**config.mk**
```make
export PLATFORM = sky130hd
export DESIGN_NAME = fft_twiddle_apply
export DESIGN_NICKNAME = d
export VERILOG_FILES = /design/src/rtl/fft_twiddle_apply.sv
export SDC_FILE = /design/constraint.sdc
export NUM_CORES = 2
export LEC_CHECK = 0
export CAP_MARGIN = 20
export CORE_UTILIZATION = 58
export CTS_CLUSTER_DIAMETER = 120
export DETAILED_ROUTE_END_ITERATION = 8
export MAX_ROUTING_LAYER = met4
export PLACE_DENSITY = 0.75
export SYNTH_ARGS = -nofsm -noshare
export SYNTH_HDL_FRONTEND = slang
export SYNTH_SLANG_ARGS = --single-unit
```
**constraint.sdc**
```tcl
create_clock -name clk -period 19.4 [get_ports clk]
set_input_delay 3.88 -clock clk [delete_from_list [all_inputs] [get_ports clk]]
set_output_delay 3.88 -clock clk [all_outputs]
set_load 0.1 [all_outputs]
```
**src/rtl/fft_twiddle_apply.sv**
```systemverilog
// Twiddle-multiply stage after the butterfly: the first half of each frame passes through,
// the second half is multiplied by successive twiddles, all with a fixed 3-cycle latency.
module fft_twiddle_apply #(
  parameter int WIDTH    = 16,
  parameter int SHIFT    = 14,
  parameter int LOG_HALF = 2
) (
  input  logic             clk,
  input  logic             rst,
  input  logic             clear,
  input  logic             in_valid,
  input  logic [WIDTH-1:0] in_r,
  input  logic [WIDTH-1:0] in_i,
  output logic             tw_req,
  input  logic [WIDTH-1:0] tw_r,
  input  logic [WIDTH-1:0] tw_i,
  output logic             out_valid,
  output logic [WIDTH-1:0] out_r,
  output logic [WIDTH-1:0] out_i,
  output logic             out_last
);

  localparam int IW = LOG_HALF + 1;
  localparam int PW = 2 * WIDTH;
  localparam int SW = 2 * WIDTH + 1;
  localparam logic signed [WIDTH-1:0] W_ONE    = WIDTH'(1 << SHIFT);
  localparam logic        [IW-1:0]    IDX_LAST = '1;

  function automatic logic signed [PW-1:0] mul(input logic signed [WIDTH-1:0] a,
                                               input logic signed [WIDTH-1:0] b);
    logic signed [PW-1:0] ax, bx;
    ax = {{WIDTH{a[WIDTH-1]}}, a};
    bx = {{WIDTH{b[WIDTH-1]}}, b};
    return ax * bx;
  endfunction

  function automatic logic signed [SW-1:0] ext(input logic signed [PW-1:0] p);
    return {p[PW-1], p};
  endfunction

  // Floor shift by SHIFT, then clamp to the WIDTH-bit signed range.
  function automatic logic signed [WIDTH-1:0] scale_sat(input logic signed [SW-1:0] s);
    logic signed [SW-1:0]   v;
    logic        [SW-WIDTH:0] top;
    v   = s >>> SHIFT;
    top = v[SW-1:WIDTH-1];
    if (!v[SW-1] && (|top))
      return {1'b0, {(WIDTH-1){1'b1}}};
    else if (v[SW-1] && !(&top))
      return {1'b1, {(WIDTH-1){1'b0}}};
    else
      return v[WIDTH-1:0];
  endfunction

  logic [IW-1:0]           idx;
  logic                    bypass, last_in;
  logic signed [WIDTH-1:0] w_r, w_i;

  assign bypass  = ~idx[LOG_HALF] | clear;
  assign tw_req  = in_valid & idx[LOG_HALF] & ~clear;
  assign last_in = (idx == IDX_LAST) & ~clear;
  assign w_r     = bypass ? W_ONE : $signed(tw_r);
  assign w_i     = bypass ? '0    : $signed(tw_i);

  always_ff @(posedge clk or posedge rst) begin
    if (rst)
      idx <= '0;
    else if (clear)
      idx <= in_valid ? IW'(1) : '0;
    else if (in_valid)
      idx <= idx + 1'b1;
  end

  // S1: operand capture
  logic                    vld_p1, last_p1;
  logic signed [WIDTH-1:0] ar_p1, ai_p1, wr_p1, wi_p1;

  always_ff @(posedge clk or posedge rst) begin
    if (rst) begin
      vld_p1  <= 1'b0;
      last_p1 <= 1'b0;
      ar_p1   <= '0;
      ai_p1   <= '0;
      wr_p1   <= '0;
      wi_p1   <= '0;
    end else begin
      vld_p1  <= in_valid;
      last_p1 <= in_valid & last_in;
      if (in_valid) begin
        ar_p1 <= $signed(in_r);
        ai_p1 <= $signed(in_i);
        wr_p1 <= w_r;
        wi_p1 <= w_i;
      end
    end
  end

  // S2: partial products
  logic                 vld_p2, last_p2;
  logic signed [PW-1:0] rr_p2, ii_p2, ri_p2, ir_p2;

  always_ff @(posedge clk or posedge rst) begin
    if (rst) begin
      vld_p2  <= 1'b0;
      last_p2 <= 1'b0;
      rr_p2   <= '0;
      ii_p2   <= '0;
      ri_p2   <= '0;
      ir_p2   <= '0;
    end else begin
      vld_p2  <= vld_p1;
      last_p2 <= last_p1;
      if (vld_p1) begin
        rr_p2 <= mul(ar_p1, wr_p1);
        ii_p2 <= mul(ai_p1, wi_p1);
        ri_p2 <= mul(ar_p1, wi_p1);
        ir_p2 <= mul(ai_p1, wr_p1);
      end
    end
  end

  // S3: complex sum, scale and saturate; data holds while no valid
  logic signed [SW-1:0]    re_sum, im_sum;
  logic signed [WIDTH-1:0] re_p3, im_p3;
  logic                    vld_p3, last_p3;

  assign re_sum = ext(rr_p2) - ext(ii_p2);
  assign im_sum = ext(ri_p2) + ext(ir_p2);

  always_ff @(posedge clk or posedge rst) begin
    if (rst) begin
      vld_p3  <= 1'b0;
      last_p3 <= 1'b0;
      re_p3   <= '0;
      im_p3   <= '0;
    end else begin
      vld_p3  <= vld_p2;
      last_p3 <= last_p2;
      if (vld_p2) begin
        re_p3 <= scale_sat(re_sum);
        im_p3 <= scale_sat(im_sum);
      end
    end
  end

  assign out_valid = vld_p3;
  assign out_last  = last_p3;
  assign out_r     = re_p3;
  assign out_i     = im_p3;

endmodule

```
; After elaboration in Yosys (flattened, before gate mapping)
; Cells that the tools add are included.
; W data, S select, Z words.
[op_classes]
addsub = 3
n_mul = 4
eq_ne = 1
n_mux = 9
bitwise_logic = 7
reduce_logical = 13
[ops]
columns = op, n
row1 = $mul A16 B16 Y32, 4
row2 = $mux W16, 6
row3 = $add A32 B32 Y33, 1
row4 = $sub A32 B32 Y33, 1
row5 = $reduce_and A4 Y1, 2
row6 = $reduce_or A4 Y1, 2
row7 = $mux W3, 2
row8 = $and A1 B1 Y1, 4
row9 = $logic_and A1 B1 Y1, 4
row10 = $logic_not A1 Y1, 4
row11 = $add A3 B1 Y3 const B, 1
row12 = $eq A3 B3 Y1 const B, 1
row13 = $not A1 Y1, 2
row14 = $reduce_bool A2 Y1, 1
row15 = $mux W1, 1
row16 = $or A1 B1 Y1, 1
[word_totals]
regBits = 233
input_bits = 68
elab_cells = 54

; Depth between registers and ports, before layout
[logic_depth]
word_depth = 6
depth_mapped = 25
depth_no_buf = 24

; Worst setup path before layout
; No wires, ideal clock.
[synth_timing]
kind = input port to output port
startpoint = input clear
endpoint = output tw_req
t_arrival_ns = 5.273
path_slack_ns = 10.247
cell_stages = 3
path_buffers = 2
cell_sequence = and3b_1 -> clkbuf_1 -> clkbuf_1
[synth_via]
elab_chain_cells = 2
[synth_rtl]
columns = element, line
row1 = from (decl), 10  ; input logic clear,
row2 = $not A1 Y1, 60  ; assign tw_req = in_valid & idx[LOG_HALF] & ~clear;
row3 = $and A1 B1 Y1, 60
row4 = to (decl), 14  ; output logic tw_req,
; No other way between the ends.

; Worst setup path in the final report
; Same ends and word-level chain as after synthesis.

==> flow_metrics.py <==
metrics = {
    "outcome": {
        "status": "completed",
    },
    "synth": {
        "postSynthNetCount": 6806,
        "yosys_register_bits": 233,
        "synthesis.yosys.warnings": 0,
        "ys_types": 71,
        "yosysSeqAreaShare": 0.1168,
        "synth_edf_count": 0,
        "post_synth.cell_area_avg_um2": 9.424,
        "synth_area_mm2": 0.04993,
        "ys_async_sr_fraction": 1.000,
        "netlist_instances": 5298,
        "postSynth.topFlopCell": "sky130_fd_sc_hd__dfrtp_1",
    },
    "clock_tree": {
        "clock_tree.root_cell": "sky130_fd_sc_hd__clkbuf_16",
        "clkTransAtPathRegs_ns": 0.06,
        "ctsLongestPathBuffers": 3,
        "cts_hold_buffers": 0,
        "cts_tree": "done",
        "tritoncts_sink_count": 233,
        "postCtsSetupBuffers": 0,
        "h-tree-depth": 2,
        "cts_buffers": 36,
        "cts.repair.resized": 0,
        "clk_latency_ns": 0.59,
    },
    "global_route": {
        "wire_length_of_the_first_global_routing_pass_um": 204000,
        "gr-total-overflow": 0,
        "first_global_vias": 38190,
        "number_of_antenna_violations_at_the_first_check_in_global_routing": 1,
        "grtUsageTotal": 0.3120,
        "grt_max_degree": 86,
    },
    "pwr": {
        "netSwitchingFraction": 0.4640,
        "irDropWorstVdd_mv": 0.1273,
        "power_frac_clock": 0.250,
        "logic_pwr_share": 0.510,
        "leakage_nw": 28.15,
        "power.share.sequential": 0.240,
        "power_density_normalized_to_cell_area_mw_per_mm2": 54.28,
        "power.net_switching_w": 0.001344,
        "p_int_w": 0.001553,
    },
    "sta": {
        "finalSetupTns_ns": 0,
        "transition_time_of_the_tightest_slew_check_pin_ns": 1.053,
        "slew-limit-headroom": 0.2957,
        "fin_ws_ns": 8.945,
        "maximum_operating_frequency_mhz": 95.65,
        "finalClockSkew_ns": 0.02351,
        "finalWorstPathRequiredPeriod_ns": 10.45,
        "timing.final.max_slew_violations": 0,
        "report.final.hold_viol_count": 0,
        "post-route-period-util": 0.5389,
        "finalSetupViolCount": 0,
        "hold-worst-slack_ns": 0.3478,
        "unrepaired_setup_endpoints_after_global_routing": "no",
    },
    "critical_path": {
        "critical_path_peak_fanout": 33,
        "worst_setup_path_end_kind": "output port",
        "critPathArrivalTime_ns": 6.57,
        "worstSetupStartpointType": "primary input",
        "worstSetupPathType": "in2out",
        "worstPathRequired_ns": 15.52,
    },
    "detailed_routing": {
        "viasPerCell": 5.547,
        "via_count": 35800,
        "drcViolationCount": 0,
        "detailroute.wirelength.met2_um": 56050,
        "dr_wl_met3_um": 8910,
        "post_drt_wl_per_cell_um": 19.07,
        "first_pass_iters": 5,
        "top_layer": "met4",
        "starting_drc_count_in_detailed_routing": 2416,
        "met1Wirelength_um": 51150,
        "postRouteWirelength_um": 123100,
        "antenna_left": 0,
    },
    "final_layout": {
        "layout-drive-gt1-share": 0.05089,
        "fin_util": 0.6269,
        "layout.cells.most_common": "sky130_fd_sc_hd__inv_1",
        "final_area_mm2": 0.05337,
        "layout_common_cells": "1,243 x sky130_fd_sc_hd__inv_1, 1,048 x sky130_fd_sc_hd__fa_1, 579 x sky130_fd_sc_hd__nand2_1",
        "finish.net_count": 6787,
        "flow.area_growth_from_synthesis_pct": 6.907,
        "fill_cell_count": 6999,
    },
    "placement": {
        "place_congestion": 0.8935,
        "place_hpwl_um": 93880,
        "placement.cell_area_mm2": 0.05206,
        "numPortBuffers": 102,
        "pre_cts_ws_ns": 8.960,
    },
    "floorplan": {
        "num_rows": 107,
        "floorplan.initialDensity": 0.5864,
        "core_area_mm2": 0.08515,
        "die_area_mm2": 0.08726,
        "pin_count": 103,
        "die_width_um": 295.4,
        "die_height_um": 295.4,
    },
    "job": {
        "timing.max_cap.violations": 0,
    },
    "hold_path": {
        "worst_hold_class": "reg2reg",
    },
}
[state kept, by name (all words and copies together), names as in the netlist, 3 cells and up]
signal and flops:
ir_p2 32, out_i 16, rr_p2 32, idx 3
ii_p2 32, wi_p1 16, ri_p2 32, ai_p1 16
out_r 16, ar_p1 16, wr_p1 16
[layout make-up]
type / count / area (µm²) / area share
diodes: 4 / 10.01 / 0.0001875
clock buffers: 47 / 1032 / 0.01934
clock inverters: 18 / 250.2 / 0.004688
inverters: 1247 / 4688 / 0.08784
multi-input cells: 3587 / 38550 / 0.7222
flip-flops and latches: 233 / 5842 / 0.1094
well taps: 1144 / 1431 / 0.02682
repair buffers: 174 / 1572 / 0.02944
[logic make-up (layout without fill, tap and decap cells)]
| group | after synthesis | after routing | share of synthesized area |
|---|---|---|---|
| buffers and inverters | 1478 | 1486 | 0.1111 |
| AOI/OAI and AO/OA | 459 | 459 | 0.05902 |
| and+or+nand+nor | 1403 | 1403 | 0.1389 |
| other | 0 | 4 | 0 |
| muxes | 117 | 117 | 0.02621 |
| DFF | 233 | 233 | 0.1168 |
| adders and majority gates | 1440 | 1440 | 0.5185 |
| xor gates and xnor gates | 168 | 168 | 0.02947 |
[synthesized netlist by cell type (all sizes together) (16+ instances only)]
master | instances | area [µm²]
a21o | 60 | 451.7
a21oi | 115 | 579.3
a221o | 16 | 160.2
a31oi | 20 | 125.1
and2 | 497 | 3109
and3 | 20 | 125.1
clkbuf | 223 | 837.1
dfrtp | 233 | 5831
fa | 1048 | 20980
ha | 392 | 4905
inv | 1244 | 4669
mux2 | 107 | 1209
nand2 | 579 | 2173
nand2b | 25 | 156.4
nand3 | 45 | 225.2
nor2 | 138 | 518.0
nor3 | 25 | 125.1
o21ai | 120 | 600.6
or3 | 18 | 112.6
xnor2 | 130 | 1139
xor2 | 38 | 332.8
[worst max-delay path, cell delays in order]
cell and delay [ns]:
sky130_fd_sc_hd__clkdlybuf4s50_1 0.53, sky130_fd_sc_hd__and3b_2 0.86, sky130_fd_sc_hd__clkdlybuf4s50_1 1.28
[power groups by stage]
stage	Clock, W	Sequential, W	Combinational, W
floorplan	0	0.000834	0.000886
global placement	0	0.000700	0.00142
detailed placement	0	0.000703	0.00145
CTS	0.000734	0.000695	0.00146
global route	0.000751	0.000703	0.00162
finish	0.000724	0.000696	0.00148
[per-layer routing]
layer | up-vias | global-route usage
li1 | 15840 | -
met1 | 18430 | 0.4157
met2 | 1301 | 0.4779
met3 | 238 | 0.04157
met4 | 0 | 0.1424
met5 | - | -
[stage by stage]
step	cells	power (W)
after floorplan	5298	0.001720
after global placement	6384	0.002117
after detailed placement	6384	0.002155
after CTS	6449	0.002891
after global routing	6451	0.003070
final	6454	0.002897
[path summary, 6_finish.rpt]
| path | from | to | slack (ns) | depth (start not counted) |
|---|---|---|---|---|
| max in group asynchronous | rst | ai_p1[4] | 13.65 | 4 |
| max | clear | tw_req | 8.95 | 3 |
| min in group asynchronous | rst | out_r[15] | 3.78 | 2 |
| min reg2reg | last_p1 | last_p2 | 0.35 | 0 |
| max reg2reg | wr_p1[4] | rr_p2[31] | 11.65 | 24 |
| min | last_p1 | last_p2 | 0.35 | 0 |
No activity file was read; power rests on OpenSTA's default activity.
